File: config.mk
export PLATFORM = sky130hd
export DESIGN_NAME = hazard_tracker
export DESIGN_NICKNAME = d
export VERILOG_FILES = /design/src/rtl/hazard_tracker.sv
export SDC_FILE = /design/constraint.sdc
export NUM_CORES = 1
export LEC_CHECK = 0
export BUFFER_PORTS_ARGS = -buffer_cell sky130_fd_sc_hd__clkbuf_2
export CAP_MARGIN = 20
export CORE_ASPECT_RATIO = 1.1
export CORE_MARGIN = 3
export CORE_UTILIZATION = 50
export CTS_CLUSTER_SIZE = 10
export DETAILED_ROUTE_END_ITERATION = 6
export PLACE_DENSITY = 0.91
export SKIP_CTS_REPAIR_TIMING = 1
export SLEW_MARGIN = 20
export SYNTH_ARGS = -nofsm -noshare
export SYNTH_HDL_FRONTEND = slang
export SYNTH_SLANG_ARGS = --single-unit
File: constraint.sdc
create_clock -name clk -period 4.1 [get_ports clk]
set_input_delay 0.82 -clock clk [delete_from_list [all_inputs] [get_ports clk]]
set_output_delay 0.82 -clock clk [all_outputs]
set_load 0.005 [all_outputs]
File: src/rtl/hazard_tracker.sv
// Hazard tracker for a five-stage pipeline. Keeps a small shadow of the
// EX and MEM stage destinations, resolves operand forwarding for the ID
// instruction, and raises a one-cycle bubble on load-use dependencies.
// A load feeding only the data operand of a store is not stalled. The
// store takes the load data late, through forward_ctrl_ls.
module hazard_tracker (
   input  logic       clk,
   input  logic       rst_n,
   input  logic       id_valid,
   input  logic [4:0] rs1_id,
   input  logic [4:0] rs2_id,
   input  logic [4:0] rd_id,
   input  logic       rs1use,
   input  logic       rs2use,
   input  logic [1:0] hazard_optype,
   input  logic       Branch,
   output logic [1:0] forward_ctrl_A,
   output logic [1:0] forward_ctrl_B,
   output logic       forward_ctrl_ls,
   output logic       PC_EN_IF,
   output logic       reg_FD_EN,
   output logic       reg_FD_flush,
   output logic       reg_DE_flush
);

   localparam logic [1:0] OP_NONE  = 2'b00;
   localparam logic [1:0] OP_ALU   = 2'b01;
   localparam logic [1:0] OP_LOAD  = 2'b10;
   localparam logic [1:0] OP_STORE = 2'b11;

   localparam logic [1:0] SEL_RF      = 2'b00;
   localparam logic [1:0] SEL_EX_ALU  = 2'b01;
   localparam logic [1:0] SEL_MEM_ALU = 2'b10;
   localparam logic [1:0] SEL_MEM_LD  = 2'b11;

   logic [4:0] ex_rd, mem_rd;
   logic [1:0] ex_op, mem_op;
   logic       ls_q;

   logic       ex_prod, mem_prod;
   logic       use1, use2;
   logic       ex_hit1, ex_hit2, mem_hit1, mem_hit2;
   logic       ld_hit1, ld_hit2;
   logic       store_exc;
   logic       stall;

   // Shadow pipeline: ID instruction moves into EX unless stalled or a bubble.
   always_ff @(posedge clk or negedge rst_n) begin
      if (!rst_n) begin
         ex_rd  <= 5'd0;
         ex_op  <= OP_NONE;
         mem_rd <= 5'd0;
         mem_op <= OP_NONE;
         ls_q   <= 1'b0;
      end else begin
         mem_rd <= ex_rd;
         mem_op <= ex_op;
         if (id_valid && !stall) begin
            ex_rd <= rd_id;
            ex_op <= hazard_optype;
         end else begin
            ex_rd <= 5'd0;
            ex_op <= OP_NONE;
         end
         ls_q <= store_exc;
      end
   end

   // Source matching, forward selection and the stall decision.
   always_comb begin
      ex_prod  = (ex_rd != 5'd0) && ((ex_op == OP_ALU) || (ex_op == OP_LOAD));
      mem_prod = (mem_rd != 5'd0) && ((mem_op == OP_ALU) || (mem_op == OP_LOAD));
      use1     = id_valid && rs1use && (rs1_id != 5'd0);
      use2     = id_valid && rs2use && (rs2_id != 5'd0);
      ex_hit1  = use1 && ex_prod && (rs1_id == ex_rd);
      ex_hit2  = use2 && ex_prod && (rs2_id == ex_rd);
      mem_hit1 = use1 && mem_prod && (rs1_id == mem_rd);
      mem_hit2 = use2 && mem_prod && (rs2_id == mem_rd);
      ld_hit1  = ex_hit1 && (ex_op == OP_LOAD);
      ld_hit2  = ex_hit2 && (ex_op == OP_LOAD);

      // Store data can pick up the load result one stage later.
      store_exc = ld_hit2 && !ld_hit1 && (hazard_optype == OP_STORE);
      stall     = (ld_hit1 || ld_hit2) && !store_exc;

      // An EX load hit leaves the select at regfile: either we stall or the
      // store picks the data up in MEM.
      forward_ctrl_A = SEL_RF;
      if (ex_hit1) begin
         if (ex_op == OP_ALU) forward_ctrl_A = SEL_EX_ALU;
      end else if (mem_hit1) begin
         forward_ctrl_A = (mem_op == OP_ALU) ? SEL_MEM_ALU : SEL_MEM_LD;
      end

      forward_ctrl_B = SEL_RF;
      if (ex_hit2) begin
         if (ex_op == OP_ALU) forward_ctrl_B = SEL_EX_ALU;
      end else if (mem_hit2) begin
         forward_ctrl_B = (mem_op == OP_ALU) ? SEL_MEM_ALU : SEL_MEM_LD;
      end

      forward_ctrl_ls = ls_q;
      PC_EN_IF        = !stall;
      reg_FD_EN       = !stall;
      reg_DE_flush    = stall;
      // Redirect inputs may still toggle during reset; keep the flush quiet.
      reg_FD_flush    = Branch && id_valid && !stall && rst_n;
   end

endmodule
Word level (Yosys, flattened, before mapping)
Index checks and enable logic that the tools add are counted.
W data, S select, Z words.
{"block": "classes", "shifts": 0, "order_cmp": 0, "eq_ne": 9, "n_div": 0, "bitwise_logic": 0, "n_reduce_logical": 33, "muxes": 8, "n_mul": 0, "addsub": 0}
{"op": "$logic_and A1 B1 Y1", "n": 23}
{"op": "$eq A5 B5 Y1", "n": 4}
{"op": "$reduce_bool A5 Y1", "n": 4}
{"op": "$mux W2", "n": 5}
{"op": "$eq A2 B2 Y1 const B", "n": 3}
{"op": "$mux W5", "n": 1}
{"op": "$eq A2 B1 Y1 const B", "n": 2}
{"op": "$logic_not A1 Y1", "n": 3}
{"op": "$logic_or A1 B1 Y1", "n": 3}
{"op": "$mux W1", "n": 2}
{"block": "totals", "wordCells": 55, "latch_bits": 0, "mem_count": 0, "ramBits": 0, "in_bits": 23, "romBits": 0, "out_inout_bits": 9, "register_bits": 15}

Depth between registers and ports, before layout
{"block": "logic_depth", "ltp_word": 14, "depth_mapped": 7, "mapped_depth_nobuf": 6}

Least setup slack after synthesis
OpenSTA, ideal clock, no wires.
{"block": "synth_timing", "path_type": "input port to output port", "from": "input rs2_id[1]", "to": "output reg_FD_flush", "arrival_ps": 2023, "cell_stages": 5, "required_time_ps": 3280, "path_slack_ps": 1257, "n_path_buf": 0, "path_cell_list": "or4_1 -> o2111ai_1 -> or4_4 -> a21bo_4 -> and4_1"}
{"block": "synth_via", "elab_chain_cells": 12, "elab_cells_between_ends": 14, "cone_classes": "1 x eq/ne; 13 x reduce/logical"}
{"element": "start, declared", "line": "11", "rtl": "input logic [4:0] rs2_id,"}
{"element": "$reduce_bool A5 Y1", "line": "74", "rtl": "use2 = id_valid && rs2use && (rs2_id != 5'd0);"}
{"element": "$logic_and A1 B1 Y1", "line": "74"}
{"element": "$logic_and A1 B1 Y1", "line": "76", "rtl": "ex_hit2 = use2 && ex_prod && (rs2_id == ex_rd);"}
{"element": "$logic_and A1 B1 Y1 (*)", "line": "76"}
{"element": "$logic_and A1 B1 Y1 (*)", "line": "80", "rtl": "ld_hit2 = ex_hit2 && (ex_op == OP_LOAD);"}
{"element": "$logic_and A1 B1 Y1 (2 in series)", "line": "83", "rtl": "store_exc = ld_hit2 && !ld_hit1 && (hazard_optype == OP_STORE);"}
{"element": "$logic_not A1 Y1", "line": "84", "rtl": "stall = (ld_hit1 || ld_hit2) && !store_exc;"}
{"element": "$logic_and A1 B1 Y1 (*)", "line": "84"}
{"element": "$logic_not A1 Y1 (*)"}
{"element": "via PC_EN_IF", "line": "20", "rtl": "output logic PC_EN_IF,"}
{"element": "$logic_and A1 B1 Y1 (*) (2 in series)", "line": "107", "rtl": "reg_FD_flush = Branch && id_valid && !stall && rst_n;"}
{"element": "end, declared", "line": "22", "rtl": "output logic reg_FD_flush,"}
The timed path passes the listed nets; every way through them passes the cells marked *.

Worst setup path in the final report
{"block": "layout_timing", "from": "input rs1_id[0]", "to": "output reg_FD_flush"}
{"block": "layout_via", "elab_chain_cells": 13, "elab_cells_between_ends": 15, "cone_classes": "1 x eq/ne; 14 x reduce/logical"}
{"element": "start, declared", "line": "10", "rtl": "input logic [4:0] rs1_id,"}
{"element": "$reduce_bool A5 Y1", "line": "73", "rtl": "use1 = id_valid && rs1use && (rs1_id != 5'd0);"}
{"element": "$logic_and A1 B1 Y1", "line": "73"}
{"element": "$logic_and A1 B1 Y1", "line": "75", "rtl": "ex_hit1 = use1 && ex_prod && (rs1_id == ex_rd);"}
{"element": "$logic_and A1 B1 Y1 (*)", "line": "75"}
{"element": "$logic_and A1 B1 Y1 (*)", "line": "79", "rtl": "ld_hit1 = ex_hit1 && (ex_op == OP_LOAD);"}
{"element": "$logic_not A1 Y1", "line": "83"}
{"element": "$logic_and A1 B1 Y1 (2 in series)", "line": "83"}
{"element": "$logic_not A1 Y1", "line": "84"}
{"element": "$logic_and A1 B1 Y1 (*)", "line": "84"}
{"element": "$logic_not A1 Y1 (*)", "line": "107"}
{"element": "$logic_and A1 B1 Y1 (*) (2 in series)", "line": "107"}
Mark *: on every way between the ends. The rest lies on a longest branch, timed or not.

==> impl_metrics.yaml <==
status:
  outcome: "finished, final reports clean"
critical_path:
  path_cells: "clkbuf_2, or3_1, o311a_1, nand4_4, a21bo_4, and4_1, clkbuf_2"
  rr_worst_depth: 6
  arrival_ns: 2.29
  cpMostUsedCell: "clkbuf_2"
  start_kind: "input port"
  cpMaxStageDelayCell: "or3_1"
  endpoint_kind: "output port"
  crit_type: "in -> out"
  slowest_delay_ns: 0.38
  crit_required_ns: 3.28
  worst-path-max-fanout: 9
clock_tree:
  cts-root-buf: "clkbuf_4"
  cts_max_level: 1
  clk_pin_slew_worst_paths_ns: 0.08
  cts_buffer_depth: 2
  cts.sinks: 15
  numCtsBuffers: 3
  clk_latency_ns: 0.28
  tritoncts: "yes"
global_route:
  overflow: 0
  grt_max_degree: 17
  grt_first_pass_wirelength_um: 3430
  antenna_found_initial: 0
  grt_pass1_vias: 783
  grtUsageTotal_pct: 19.9
synth:
  ys_seq_area_share_pct: 39.2
  avgSynthCellArea_um2: 10.3
  synthesis.nets: 119
  synth_area_um2: 957
  ys_warn_count: 0
  synth-seq-cells: 15
  synthCells: 93
  synth_cell_types: 34
routing:
  drtAntennaViolNets: 0
  wl_per_cell_um: 15.3
  wl_um: 2170
  avgViaCountPerCell: 5.76
  drc: 0
  num_vias: 818
  dr.pass1.iters: 4
  drt-initial-drc-count: 17
place:
  place.port_buffers: 31
  place_congestion: 0.789
  place_hpwl_um: 1820
  placed_cell_area_um2: 1110
final_layout:
  layout_commonest_cell: "clkbuf_2"
  fin_area_um2: 1140
  fill_cells: 152
  num_antenna_cells: 0
  multi_input_area_um2: 544
  mostFrequentLayoutCells: "clkbuf_2, dfrtp_1, xnor2_1, xor2_1, nand2_1"
  regArea_um2: 375
  drive_gt1_share_pct: 32.0
  syn2layout_area_growth_pct: 18.8
  fin_nets: 152
timing:
  tns_ns: 0
  slew_violations: 0
  finalSetupViolCount: 0
  finalHoldViolations: 0
  slew_headroom_pct: 68.7
  finalCritPeriodShare_pct: 75.9
  worst_pin_slew_ns: 0.468
  skew_ns: 0.000690
  timing.fmax_mhz: 321
  rsz0062_at_grt: "false"
  fin_crit_ns: 3.11
floorplan:
  chipHeight_um: 51.9
  die_area_um2: 2480
  core_area_um2: 1690
  start_util_pct: 56.7
  io_pins: 32
  rows: 15
  die_width_um: 47.7
job:
  cap_violations: 0
hold_path:
  hold_depth: 0
  holdCritPathClass: "reg -> reg"
power:
  leakage_nw: 0.575
  cellPowerDensity_nw_per_um2: 270
  vdd_drop_max_uv: 197
  total_power_mw: 0.307
==> worst max-delay path: cells and delay by family <==
family                 cells  cell delay [ns]
AO/OA/AOI/OAI              2             0.52
AND/OR/NAND/NOR            3             0.73
buffers and inverters      2             0.22
==> metrics by stage <==
stage	cells	util (%)	setup WS, ns	hold slack (ns)
final	142	67.3	0.987	0.409
after global routing	142	67.3	0.903	0.427
after CTS	142	67.3	0.979	0.411
after detailed placement	138	65.8	0.992	0.392
after global placement	138	65.8	1.02	0.386
after floorplan	93	-	1.26	0.378
==> cells in the mapped netlist <==
master / count / area (um2)
mux2_2: 1 / 11.3
or4_4: 1 / 11.3
a21bo_4: 1 / 16.3
nand4_1: 1 / 6.26
o21bai_1: 2 / 15.0
dfrtp_1: 15 / 375
nand2_1: 6 / 22.5
mux2i_1: 1 / 10.0
a21oi_1: 2 / 10.0
or3_1: 1 / 6.26
o2111ai_1: 1 / 8.76
inv_1: 4 / 15.0
and3_1: 5 / 31.3
xnor2_1: 10 / 87.6
nor4_1: 1 / 6.26
and4_1: 1 / 8.76
nor2b_1: 1 / 6.26
o31ai_1: 2 / 15.0
o211ai_1: 1 / 7.51
o21ba_1: 1 / 10.0
nor3_1: 3 / 15.0
xor2_1: 10 / 87.6
ha_1: 3 / 37.5
nand3_1: 3 / 15.0
nor4b_1: 1 / 8.76
clkbuf_1: 1 / 3.75
o311a_1: 1 / 10.0
or3_2: 1 / 7.51
buf_6: 1 / 11.3
buf_4: 1 / 7.51
or4_1: 3 / 22.5
o21ba_2: 1 / 10.0
nor2_1: 5 / 18.8
nand4_4: 1 / 21.3
==> registers in the layout, summed over array words and instances, names as in the netlist <==
signal,count
ex_rd,5
ex_op,2
forward_ctrl_ls,1
mem_rd,5
mem_op,2
==> where the power goes <==
part	leakage, nW	total [mW]	internal, mW	switching (mW)
registers	0.194	0.163	0.155	0.00783
logic	0.366	0.0620	0.0297	0.0323
clock network	0.0150	0.0821	0.0377	0.0444
==> cell families (layout without fill, tap and decap cells) <==
group                      after synthesis  in the layout  share of synthesized area [%]
and+or+nand+nor                         34             34                           21.7
xor gates and xnor gates                20             20                           18.3
DFF                                     15             15                           39.2
AOI/OAI and AO/OA                       12             12                           10.7
buffers and inverters                    7             39                           3.92
adders and majority gates                3              3                           3.92
muxes                                    2              2                           2.22
==> worst paths after layout <==
check                      startpoint            to  slack, ns
max reg2reg                  ex_op[0]      ex_op[0]       2.11
max in group asynchronous       rst_n     mem_rd[2]       3.38
min in group asynchronous       rst_n     mem_op[0]       0.45
min reg2reg                  ex_op[1]     mem_op[1]       0.41
min                          ex_op[1]     mem_op[1]       0.41
max                         rs1_id[0]  reg_FD_flush       0.99
==> metal layers <==
| metal | global-route usage [%] | wire length, um |
|---|---|---|
| met4 | 8.07 | 34 |
| met5 | 0 | 0 |
| met3 | 2.08 | 91 |
| met2 | 34.8 | 1180 |
| met1 | 23.7 | 863 |
==> cell type report <==
type                       count  area share [%]
clock buffer                   4            2.31
inverter                       4            1.32
multi-input combinational     71            47.9
sequential                    15            33.0
tap                           17            1.87
timing repair buffer          31            13.6
Note: power is estimated with default switching activity, not from simulation.
